<file path="src/rtl/regfile_wb_arbiter.sv">
// Register-file write-back arbiter: merges the ALU and load result streams into
// the single write port, loads first, with a starvation escape for the ALU.

module regfile_wb_fifo #(
  parameter int DEPTH = 2,
  parameter int AW    = $clog2(DEPTH)
) (
  input  logic        clk,
  input  logic        rst,
  input  logic        push,
  input  logic [4:0]  push_rd,
  input  logic [31:0] push_data,
  input  logic        pop,
  output logic [4:0]  head_rd,
  output logic [31:0] head_data,
  output logic        full,
  output logic        empty,
  input  logic [4:0]  query_addr,
  output logic        hit
);
  logic [DEPTH-1:0][4:0]  mem_rd;
  logic [DEPTH-1:0][31:0] mem_data;
  logic [AW-1:0]          wptr, rptr, idx;
  logic [AW:0]            count;

  assign full      = (count == (AW+1)'(DEPTH));
  assign empty     = (count == '0);
  assign head_rd   = mem_rd[rptr];
  assign head_data = mem_data[rptr];

  always_ff @(posedge clk) begin
    if (!rst) begin
      wptr  <= '0;
      rptr  <= '0;
      count <= '0;
    end else begin
      if (push) begin
        mem_rd[wptr]   <= push_rd;
        mem_data[wptr] <= push_data;
        wptr           <= wptr + 1'b1;
      end
      if (pop) rptr <= rptr + 1'b1;
      case ({push, pop})
        2'b10:   count <= count + 1'b1;
        2'b01:   count <= count - 1'b1;
        default: count <= count;
      endcase
    end
  end

  // Only occupied slots (counted from the read pointer) can match.
  always_comb begin
    hit = 1'b0;
    idx = '0;
    for (int i = 0; i < DEPTH; i++) begin
      idx = rptr + AW'(i);
      if ((AW+1)'(i) < count && mem_rd[idx] == query_addr) hit = 1'b1;
    end
  end
endmodule

module regfile_wb_arbiter #(
  parameter int DEPTH        = 2,
  parameter int STARVE_LIMIT = 4
) (
  input  logic        clk,
  input  logic        rst,
  input  logic        alu_valid,
  input  logic [4:0]  alu_rd,
  input  logic [31:0] alu_data,
  output logic        alu_ready,
  input  logic        ld_valid,
  input  logic [4:0]  ld_rd,
  input  logic [31:0] ld_data,
  output logic        ld_ready,
  input  logic [4:0]  busy_addr,
  output logic        busy,
  output logic [4:0]  writereg_addr,
  output logic [31:0] writedata,
  output logic        regwrite
);
  localparam int SW = $clog2(STARVE_LIMIT + 1);
  localparam int NSRC = 2;  // 0 = ALU, 1 = load

  logic [NSRC-1:0]       in_valid, ready, push, pop, full, empty, hit;
  logic [NSRC-1:0][4:0]  in_rd, head_rd;
  logic [NSRC-1:0][31:0] in_data, head_data;
  logic [SW-1:0]         starve_cnt;
  logic                  force_alu;

  assign in_valid = {ld_valid, alu_valid};
  assign in_rd    = {ld_rd, alu_rd};
  assign in_data  = {ld_data, alu_data};

  generate
    for (genvar s = 0; s < NSRC; s++) begin : g_src
      assign ready[s] = rst && !full[s];
      // rd==0 consumes the handshake but never occupies a slot
      assign push[s]  = in_valid[s] && ready[s] && (in_rd[s] != 5'd0);
      regfile_wb_fifo #(.DEPTH(DEPTH)) u_fifo (
        .clk        (clk),
        .rst        (rst),
        .push       (push[s]),
        .push_rd    (in_rd[s]),
        .push_data  (in_data[s]),
        .pop        (pop[s]),
        .head_rd    (head_rd[s]),
        .head_data  (head_data[s]),
        .full       (full[s]),
        .empty      (empty[s]),
        .query_addr (busy_addr),
        .hit        (hit[s])
      );
    end
  endgenerate

  assign alu_ready = ready[0];
  assign ld_ready  = ready[1];

  assign force_alu = (starve_cnt == SW'(STARVE_LIMIT));
  assign pop[1]    = rst && !empty[1] && (empty[0] || !force_alu);
  assign pop[0]    = rst && !empty[0] && (empty[1] || force_alu);

  always_ff @(posedge clk) begin
    if (!rst) begin
      starve_cnt    <= '0;
      regwrite      <= 1'b0;
      writereg_addr <= '0;
      writedata     <= '0;
    end else begin
      if (empty[0] || pop[0])        starve_cnt <= '0;
      else if (pop[1] && !force_alu) starve_cnt <= starve_cnt + 1'b1;
      regwrite <= |pop;
      if (|pop) begin
        writereg_addr <= pop[1] ? head_rd[1]   : head_rd[0];
        writedata     <= pop[1] ? head_data[1] : head_data[0];
      end
    end
  end

  assign busy = (busy_addr != 5'd0) &&
                ((|hit) || (regwrite && writereg_addr == busy_addr));
endmodule

</file>
<file path="config.mk">
export PLATFORM = sky130hd
export DESIGN_NAME = regfile_wb_arbiter
export DESIGN_NICKNAME = d
export VERILOG_FILES = /design/src/rtl/regfile_wb_arbiter.sv
export SDC_FILE = /design/constraint.sdc
export NUM_CORES = 1
export LEC_CHECK = 0
export ABC_AREA = 1
export CORE_MARGIN = 2
export CORE_UTILIZATION = 45
export CTS_CLUSTER_DIAMETER = 60
export CTS_CLUSTER_SIZE = 20
export DETAILED_ROUTE_END_ITERATION = 10
export HOLD_SLACK_MARGIN = 0.02
export PLACE_DENSITY = 0.68
export SLEW_MARGIN = 20
export SYNTH_ARGS = -nofsm -noshare
export SYNTH_HDL_FRONTEND = slang
export SYNTH_HIERARCHICAL = 1
export SYNTH_SLANG_ARGS = --single-unit
</file>
<file path="constraint.sdc">
create_clock -name clk -period 9.5 [get_ports clk]
set_input_delay 0.95 -clock clk [delete_from_list [all_inputs] [get_ports clk]]
set_output_delay 0.95 -clock clk [all_outputs]
set_load 0.02 [all_outputs]
</file>
==> metrics.txt <==
WL final between 20,000 and 25,000 um; mux contribution to synthesized area 0%; min Tclk post-route 4.506 ns; initial antenna violation count 0; core area ~0.019 sq mm; grt ovf 0; max cap viols 0; Synth Area in Simple Gates between 20% and 30%; Yosys cell types 24; vias after detailed routing 6,587; Worst setup SP type flip-flop; CTS sink count 197; Post-Synth Adder-Cell Area 1.432%; unrepaired setup endpoints after global routing false; fmax between 200 and 250 MHz; final number of max-transition violations 0; Slew Limit Headroom 25.83%; First DRT Iteration DRCs 472; die area a little over 0.02 sq mm; final setup TNS 0 ns; largest family of logic cells by synthesized area simple AND/OR/NAND/NOR gates; largest net degree at the start of global routing 49; die width 143.3 um; Die Ht 143.3 um; drt pass-1 iters 6; post-synthesis register bit count 197; Synth Cell Area 0.008736 sq mm; Overall Power 2.791 mW; share of the synthesized area in the top cell type 50.87%; Core Rows 50; reg2reg setup slack 6.49 ns; area grow syn2layout 23.06%; Worst-Skew Late Latency 0.43 ns; Mean Syn Cell Area 8.960 sq um; period utilization 47.43%; CTS tree done; number of enable flip-flop cells after synthesis 148; HPWL Detailed 13,060 um; share of layout cells above drive strength 1 4.914%; Post-Syn Instances 975; PortBufs around 120; Crit path largest cell delay 1.00 ns; Worst path slowest cell dfxtp_2; antenna-violating nets left 0; Worst EP required 8.55 ns; Worst-Margin Slew 1.108 ns; Hold Buf Count CTS 0; global-route usage over all layers 20.86%; Clock Skew a little over 0.01 ns; PwrDens 259.7 mW/mm^2; YS warnings 6; Worst Path Arrival 3.56 ns; drt wl/cell 15.04 um; syn_nets 1,068; vias per cell 4.847; Yosys top cell by area edfxtp_1; vias in the first global route about 6.5k; worst-path maximum fanout 48; Residual DRC 0; most common cell in the synthesized netlist nand2_1; CP Cell Sequence inv_2 > nand2_1 > nand2_1 > nand2_1 > nand2_1 > nor2_1 > nand3_1 > nand2_1 > nor2_1 > a21oi_1 > clkdlybuf4s50_1; Peak supply drop 0.0001476 V; Num CTS Buffers 17; post-synthesis xor/xnor area fraction 0.5013%; worst hold path class flip-flop to flip-flop; CP Class flip-flop to output port; root buf cell clkbuf_16; commonest cells in the synthesized netlist 425 x nand2_1, 148 x edfxtp_1, 128 x inv_1; Leak Pwr 4.815 nW; maximum clock insertion buffer count 2; final setup vio count 0; Synth Area in Compound Gates under 10%; first-pass GRT wire length 32,790 um; Final Cell Area 0.01075 sq mm; Critical Path Sink Type output port; Inserted Diodes 0; Main synth FF type edfxtp_1; post-synthesis sequential area ratio 62.10%; post_cts resized 0; Net count, final 1,179; initial core utilization between 40% and 50%; Hold Vio Cnt, Final 0; Post-synth ARST share 0%; CP most frequent cell nand2_1; register clock-pin slew on the reported worst setup and hold paths 0.07 ns; Area contributors post-synth edfxtp_1 51%, nand2_1 18%, dfxtp_1 11%, nand3_1 6.1%, inv_1 5.5%; H-tree lvl count 4; Placed Area 0.01013 sq mm; status finished clean; I/O Pins between 100 and 150; Post CTS Setup Buffer Count 0; gpl congestion 0.8382
## layout by cell type (no fill, tap or decap)
master	instances
clkinv_2	2
nor3_1	2
nand2_1	425
inv_1	128
o21ai_4	1
nor2_1	32
dfxtp_2	2
buf_2	1
bufinv_16	3
clkinvlp_4	2
a211oi_1	1
inv_8	2
dfxtp_1	47
ha_1	10
nor3_2	2
edfxtp_1	148
nand3_1	106
inv_6	3
clkdlybuf4s50_1	122
xor2_1	2
clkbuf_16	17
o21ai_0	6
clkbuf_8	2
clkinv_1	1
nor2_4	3
nand2_2	1
buf_4	5
or2_2	1
a21oi_1	11
inv_2	7
xnor2_1	3
nor4_1	1
## flip-flops by register name (all words and copies together), names as in the netlist
signal,flops
regwrite,1
writedata,32
g_src.u_fifo/wptr,2
g_src.u_fifo/count,4
g_src.u_fifo/rptr,2
g_src.u_fifo/mem_rd,20
starve_cnt,3
writereg_addr,5
g_src.u_fifo/mem_data,128
## cell type report
| type | count | area, sq um |
|---|---|---|
| flip-flops and latches | 197 | 5428 |
| inverters | 135 | 506.7 |
| multi-input cells | 607 | 2606 |
| clock buffers | 19 | 452.9 |
| repair buffers | 128 | 1264 |
| clock inverters | 13 | 167.7 |
| fillers | 1675 | 8143 |
| well taps | 260 | 325.3 |
## path summary, 6_finish.rpt
path,start,to,cells after the start
worst max-delay path,g_src[1].u_fifo/rptr,busy,11
worst min-delay path,starve_cnt[0],starve_cnt[0],1
worst max register to register,g_src[0].u_fifo/count[1],g_src[1].u_fifo/count[1],10
worst min register to register,starve_cnt[0],starve_cnt[0],1
## stage by stage
| step | cells | utilization, % | setup slack [ns] | hold slack [ns] |
|---|---|---|---|---|
| final | 1359 | 56.90 | 4.994 | 0.4441 |
| after global routing | 1359 | 56.90 | 4.618 | 0.4879 |
| after CTS | 1359 | 56.90 | 4.916 | 0.4513 |
| after detailed placement | 1327 | 53.62 | 5.400 | 0.4364 |
| after global placement | 1327 | 53.62 | 5.472 | 0.4299 |
| after floorplan | 975 | - | 4.889 | 0.4173 |
## cells by family after synthesis
group	count (synthesis)
AOI/OAI and AO/OA	19
xor gates and xnor gates	5
and+or+nand+nor	573
DFF	197
adders and majority gates	10
buffers and inverters	171
## worst max-delay path: cells and delay by family (launching register included)
family | cells | cell delay, ns
AO/OA/AOI/OAI | 1 | 0.13
buffers and inverters | 2 | 1.25
flip-flops | 1 | 1.00
AND/OR/NAND/NOR | 8 | 0.73
## power breakdown
group | total [mW] | internal [mW] | switching (mW)
Sequential | 1.14 | 1.04 | 0.0957
Combinational | 0.900 | 0.341 | 0.559
Clock | 0.752 | 0.433 | 0.319
## routing by layer
metal / up-vias / track usage, % / share of wire, %
met5: - / 0 / 0
li1: 3297 / - / -
met1: 3034 / 27.76 / 45
met3: 31 / 3.532 / 5.8
met4: 0 / 6.811 / 2.0
met2: 225 / 34.98 / 47
(Power assumes the default switching activity.)
